**src/rtl/rle_pixel_decoder.sv**
```systemverilog
// rle_pixel_decoder: parses a 2-byte RLE stream into a pending slot and emits pixels to the sync generator.
module rle_pixel_decoder #(
  parameter int STALL_W = 16
) (
  input  logic               px_clk,
  input  logic               reset,
  input  logic [7:0]         in_data,
  input  logic               in_valid,
  output logic               in_ready,
  input  logic               activevideo,
  input  logic               frame_start,
  output logic               data_done,
  output logic [5:0]         rgb,
  output logic               sync_err,
  output logic [STALL_W-1:0] stall_cnt
);
  typedef enum logic [1:0] {EMPTY, EMIT, WAIT_FRAME} state_t;
  state_t state, state_nx;
  logic phase, pend_valid, pend_mark;
  logic [7:0] run_hold, pend_n, run_cnt;
  logic [5:0] pend_col, colour;
  logic accept, consume, run_end, load;
  always_ff @(posedge px_clk)
    if (reset) state <= WAIT_FRAME;
    else state <= state_nx;
  always_comb begin
    state_nx = state;
    if (state == EMPTY && pend_valid) state_nx = pend_mark ? WAIT_FRAME : EMIT;
    else if (run_end) state_nx = !pend_valid ? EMPTY : pend_mark ? WAIT_FRAME : EMIT;
    else if (state == WAIT_FRAME && frame_start) state_nx = EMPTY;
  end
  always_comb begin
    in_ready  = !pend_valid;
    accept    = in_valid && in_ready;
    consume   = activevideo && (state == EMIT || state == WAIT_FRAME);
    data_done = !activevideo || state == EMIT || state == WAIT_FRAME;
    run_end   = consume && state == EMIT && run_cnt == 8'd0;
    load      = pend_valid && (state == EMPTY || run_end);
  end
  // accept and load are mutually exclusive since in_ready is low while the slot is full
  always_ff @(posedge px_clk) begin
    if (reset) begin
      phase      <= 1'b0;
      pend_valid <= 1'b0;
      pend_mark  <= 1'b0;
      pend_n     <= 8'd0;
      pend_col   <= 6'd0;
      run_hold   <= 8'd0;
      run_cnt    <= 8'd0;
      colour     <= 6'd0;
      rgb        <= 6'd0;
      sync_err   <= 1'b0;
      stall_cnt  <= '0;
    end else begin
      if (accept) begin
        phase <= !phase;
        if (!phase) run_hold <= in_data;
        else begin
          {pend_n, pend_col, pend_mark} <= {run_hold, in_data[5:0], in_data[7:6] == 2'b11};
          pend_valid <= 1'b1;
        end
      end else if (load) pend_valid <= 1'b0;
      if (load) begin
        run_cnt <= pend_n;
        colour  <= pend_col;
      end else if (consume && state == EMIT) run_cnt <= run_cnt - 8'd1;
      rgb <= !activevideo ? 6'd0 : state == EMIT ? colour : state == WAIT_FRAME ? 6'd0 : rgb;
      if (frame_start && state != WAIT_FRAME) sync_err <= 1'b1;
      if (activevideo && !data_done && stall_cnt != '1) stall_cnt <= stall_cnt + STALL_W'(1);
    end
  end
endmodule

```
**config.mk**
```make
export PLATFORM = sky130hd
export DESIGN_NAME = rle_pixel_decoder
export DESIGN_NICKNAME = d
export VERILOG_FILES = /design/src/rtl/rle_pixel_decoder.sv
export SDC_FILE = /design/constraint.sdc
export NUM_CORES = 1
export LEC_CHECK = 0
export CORE_MARGIN = 1
export CORE_UTILIZATION = 35
export DETAILED_ROUTE_END_ITERATION = 8
export GPL_ROUTABILITY_DRIVEN = 0
export SYNTH_ARGS = -nofsm -noshare
export SYNTH_HDL_FRONTEND = slang
export SYNTH_SLANG_ARGS = --single-unit
```
**constraint.sdc**
```tcl
create_clock -name px_clk -period 3 [get_ports px_clk]
set_clock_uncertainty 0.1 [all_clocks]
set_input_delay 0.9 -clock px_clk [delete_from_list [all_inputs] [get_ports px_clk]]
set_output_delay 0.9 -clock px_clk [all_outputs]
set_load 0.01 [all_outputs]
```
==> results of run 1 <==
[per-stage QoR]
| stage | setup slack [ps] | TNS [ps] | cells | utilization |
|---|---|---|---|---|
| floorplan | 605 | 0 | 328 | - |
| global placement | -146 | -153 | 460 | 0.423 |
| detailed placement | -142 | -159 | 460 | 0.423 |
| CTS | 39.7 | 0 | 476 | 0.452 |
| global route | 49.4 | 0 | 476 | 0.452 |
| finish | 90.7 | 0 | 476 | 0.452 |
[Yosys cell counts, drive strengths merged, types with 3 or more instances]
cell type / n
nand3: 12
nand2: 55
or3: 8
nor4: 3
mux2i: 9
nand2b: 8
and3: 4
a31oi: 3
a211oi: 3
clkbuf: 12
buf: 5
dfxtp: 64
or4: 3
xor2: 4
nor3: 5
o21ai: 9
a21oi: 42
nor2: 25
ha: 5
a32oi: 3
o31ai: 3
inv: 9
nand4: 7
[worst max-delay path, stage by stage]
cell             delay (ps)
clkdlybuf4s50_1         480
nor3b_4                 230
inv_2                    60
clkdlybuf4s15_1         230
[report_power, final]
group	leakage, nW	total, W	switching (W)	internal [W]
logic	0.576	0.000156	0.0000852	0.0000704
clock network	0.106	0.000814	0.000325	0.000489
registers	0.518	0.000893	0.0000188	0.000874
total	1.20	0.00186	0.000429	0.00143
[worst paths after layout]
path,from,endpoint,slack [ps],cells past startpoint
hold reg to reg,run_hold[0]$_SDFFE_PP0P_,pend_n[0]$_SDFFE_PP0P_,350,2
setup / recovery,activevideo,data_done,90,4
hold / removal,run_hold[0]$_SDFFE_PP0P_,pend_n[0]$_SDFFE_PP0P_,350,2
setup reg to reg,state[1]$_SDFFE_PP1P_,stall_cnt[8]$_SDFFE_PP0P_,570,8
[sequential cells by signal, summed over array words and instances, names as in the netlist]
name,flops
pend_mark,1
stall_cnt,16
run_cnt,8
run_hold,8
sync_err,1
pend_n,8
colour,6
state,2
pend_valid,1
rgb,6
phase,1
pend_col,6
[per-layer routing]
layer / part of all wire / global-route usage
met1: 0.52 / 0.209
met2: 0.44 / 0.233
met3: 0.030 / 0.0327
met4: 0.014 / 0.0701
met5: 0 / 0
[cells by family (layout without fill, tap and decap cells)]
logic type      Yosys count  count (layout)  synth area share
buf+inv                  26              72            0.0436
mux                      11              11            0.0405
compound gates           76              76             0.165
xor+xnor                  6               6            0.0189
simple gates            140             140             0.249
fa+ha+maj                 5               5            0.0225
flops                    64              64             0.460
[cell type report]
class | instances | area (um2)
Tap cell | 102 | 128
Clock inverter | 5 | 80.1
Sequential cell | 64 | 1280
Clock buffer | 11 | 141
Inverter | 9 | 33.8
Fill cell | 770 | 4240
Multi-Input combinational cell | 238 | 1390
Timing Repair Buffer | 47 | 440
==> results.json, run 1 <==
{
  "fmax_ghz": 0.344,
  "finalInstanceArea_um2": 3490,
  "drt_iter0_drc": 130,
  "clk_pin_slew_worst_paths_ps": 70,
  "synth-seq-cells": 64,
  "cts_root_buf": "clkbuf_8",
  "peakVddDrop_mv": 0.230,
  "drv_cap": 0,
  "syn_nets": 346,
  "antenna_left": 0,
  "clk_latency_ps": 330,
  "drt-wirelength-per-cell_um": 12.8,
  "cts_resized": 1,
  "rows": 32,
  "max_slew_margin": 0.250,
  "fin_nets": 387,
  "antenna_found_initial": 0,
  "rsz0062_at_grt": "no",
  "critPathCaptureType": "output pin",
  "hold_viol": 0,
  "status": "finished, final reports clean",
  "synth_top_cell_by_area": "dfxtp_1",
  "vias_per_cell": 5.01,
  "tightest_slew_ps": 1110,
  "hp-class": "flip-flop to flip-flop",
  "synth_edf_count": 0,
  "crit_type": "input port to output pin",
  "total_power_w": 0.00186,
  "start_util": 0.360,
  "grtUsageTotal": 0.154,
  "finalCritPeriodShare": 0.970,
  "drv_slew": 0,
  "die_h_um": 91.2,
  "dpl_cell_area_um2": 3270,
  "leakage_nw": 1.20,
  "fin_hold_ws_ps": 350,
  "grt_pass1_vias": 2231,
  "fin_crit_ps": 2910,
  "cts_sinks": 64,
  "syn_inst": 328,
  "syn_area_um2": 2780,
  "setup_violations": 0,
  "numCtsBuffers": 9,
  "num_antenna_cells": 0,
  "ys_warn_count": 0,
  "async_reset_ff_frac": 0,
  "dp_hpwl_um": 4290,
  "yosys-top-cells-area": "dfxtp_1, a21oi_1, nand2_1, nor2_1, mux2i_1",
  "design.core.area_um2": 7730,
  "syn_to_final_growth_pct": 25.5,
  "p_per_area_nw_per_um2": 534,
  "cp-start-kind": "input port",
  "cts_setup_buffers": 0,
  "grt_max_degree": 26,
  "syn_area_per_cell_um2": 8.48,
  "synthDominantCellAreaShare": 0.460,
  "clockBufferDepth": 2,
  "wirelength_um": 6080,
  "synth_seq_area_share": 0.460,
  "ios": 38,
  "drc_errors": 0,
  "drive_gt1_frac": 0.0989,
  "die_x_um": 91.2,
  "cts_hold_buf": 0,
  "first_pass_iters": 6,
  "io_buffers": 37,
  "arrival_ps": 1910,
  "mostFrequentLayoutCells": "dfxtp_1, nand2_1, a21oi_1",
  "htree_levels": 3,
  "dr_total_vias": 2386,
  "synthFlopType": "dfxtp_1",
  "layout_commonest_cell": "dfxtp_1",
  "yosys.cell_types.count": 49,
  "cts_tree": "done",
  "grt_pass1_wl_um": 10300,
  "grt_overflow": 0,
  "path_max_fanout": 2,
  "die_area_um2": 8310,
  "cp_data_required_time_ps": 2000
}
(Power assumes the default switching activity.)
==> run 2: changes to the inputs <==
--- a/config.mk
+++ b/config.mk
@@ -12,3 +12,4 @@
 export SYNTH_ARGS = -nofsm -noshare
 export SYNTH_HDL_FRONTEND = slang
 export SYNTH_SLANG_ARGS = --single-unit
+export TNS_END_PERCENT = 10
==> constraint.sdc (replaced) <==
create_clock -name px_clk -period 3.5 [get_ports px_clk]
set_clock_uncertainty 0.1 [all_clocks]
set_input_delay 1.05 -clock px_clk [delete_from_list [all_inputs] [get_ports px_clk]]
set_output_delay 1.05 -clock px_clk [all_outputs]
set_load 0.01 [all_outputs]
==> results.json, run 2 (synthesis gave the netlist of run 1 again) <==
{
  "path_max_fanout": 2,
  "critPathCaptureType": "output pin",
  "fin_cells": 474,
  "cts_root_buf": "clkbuf_8",
  "max_slew_margin": 0.283,
  "fmax_ghz": 0.315,
  "cts_sinks": 64,
  "setup_slack_ps": 330,
  "dr_total_vias": 2381,
  "cts_hold_buf": 0,
  "wirelength_um": 5960,
  "clk_pin_slew_worst_paths_ps": 70,
  "cp-start-kind": "input port",
  "fillers": 774,
  "antenna_found_initial": 0,
  "rsz0062_at_grt": "no",
  "ios": 38,
  "violations": "design-rule violations",
  "start_util": 0.360,
  "tightest_slew_ps": 1060,
  "grt_pass1_wl_um": 10300,
  "die_area_um2": 8310,
  "regMostFlops": "stall_cnt",
  "fin_hold_ws_ps": 356,
  "largest_reg_flops": 16,
  "die_h_um": 91.2,
  "reg2reg_slack_ps": 1020,
  "drive_gt1_frac": 0.0941,
  "mostFrequentLayoutCells": "dfxtp_1, nand2_1, a21oi_1",
  "tns_ps": 0,
  "crit_type": "input port to output pin",
  "pre_cts_ws_ps": 30.7,
  "first_pass_iters": 6,
  "grt_overflow": 0,
  "io_buffers": 37,
  "layout_commonest_cell": "dfxtp_1",
  "die_x_um": 91.2,
  "place_inst": 457,
  "clockBufferDepth": 2,
  "numCtsBuffers": 9,
  "grt_max_degree": 36,
  "vias_per_cell": 5.02,
  "multi_input_area_um2": 1390,
  "drv_cap": 0,
  "grtUsageTotal": 0.153,
  "status": "complete, but fails checks",
  "leakage_nw": 1.23,
  "design.core.area_um2": 7730,
  "peakVddDrop_mv": 0.199,
  "fin_crit_ps": 3170,
  "grt_pass1_vias": 2202,
  "drc_errors": 1,
  "setup_violations": 0,
  "arrival_ps": 2020,
  "antenna_left": 0,
  "cts_tree": "done",
  "p_per_area_nw_per_um2": 508,
  "clk_latency_ps": 330,
  "dp_hpwl_um": 4060,
  "hold_viol": 0,
  "cp_data_required_time_ps": 2350,
  "fin_nets": 385,
  "htree_levels": 3,
  "total_power_w": 0.00180,
  "hp-class": "flip-flop to flip-flop",
  "drt-wirelength-per-cell_um": 12.6,
  "drt_iter0_drc": 104,
  "seq_area_um2": 1280,
  "num_antenna_cells": 0,
  "drv_slew": 0,
  "syn_to_final_growth_pct": 27.2,
  "rows": 32,
  "finalCritPeriodShare": 0.906
}
run 2: cell count changes in the layout (fill, tap and decap cells not counted), sizes merged:
cell / previous run / this run
buf: 11 / 9
clkinvlp: 2 / 0
clkbuf: 11 / 10
dlymetal6s2s: 0 / 1
clkdlybuf4s15: 1 / 0
bufinv: 2 / 5
run 2: where the power goes:
part,switching (W),total [W],internal (W)
Combinational,0.0000724,0.000133,0.0000608
Clock,0.000282,0.000899,0.000617
Sequential,0.0000160,0.000765,0.000749
Total,0.000370,0.00180,0.00143
run 2: worst paths after layout:
kind | startpoint | to | cells after the start
worst min register to register | run_hold[0]$_SDFFE_PP0P_ | pend_n[0]$_SDFFE_PP0P_ | 2
worst min-delay path | run_hold[0]$_SDFFE_PP0P_ | pend_n[0]$_SDFFE_PP0P_ | 2
worst max register to register | stall_cnt[0]$_SDFFE_PP0P_ | stall_cnt[1]$_SDFFE_PP0P_ | 5
worst max-delay path | activevideo | data_done | 4
run 2: critical path, cell delays in order:
cell,delay (ps)
clkdlybuf4s50_1,510
nor3b_4,240
inv_2,60
dlymetal6s2s_1,170
run 2: per-stage QoR:
stage / util / area [um2]
2_1_floorplan: - / 2780
3_3_place_gp: 0.420 / 3250
3_5_place_dp: 0.420 / 3250
4_1_cts: 0.457 / 3530
5_1_grt: 0.458 / 3540
6_report: 0.458 / 3540
run 2: metal layers:
layer,global-route usage,vias to the layer above,wire [um]
met5,0,-,0
met4,0.0556,0,41
met3,0.0385,4,195
met2,0.227,36,2550
met1,0.213,1099,3170
li1,-,1242,-
run 2: repair_timing:
item	4_1_cts	5_1_grt
endpoints found under the setup margin	0	1
buffers inserted	0	1
resized for setup	0	1
run 2: final cells by class:
class / count / area share
repair buffers: 45 / 0.121
flip-flops and latches: 64 / 0.362
clock inverters: 6 / 0.0438
multi-input cells: 238 / 0.392
inverters: 9 / 0.00954
clock buffers: 10 / 0.0360
well taps: 102 / 0.0360
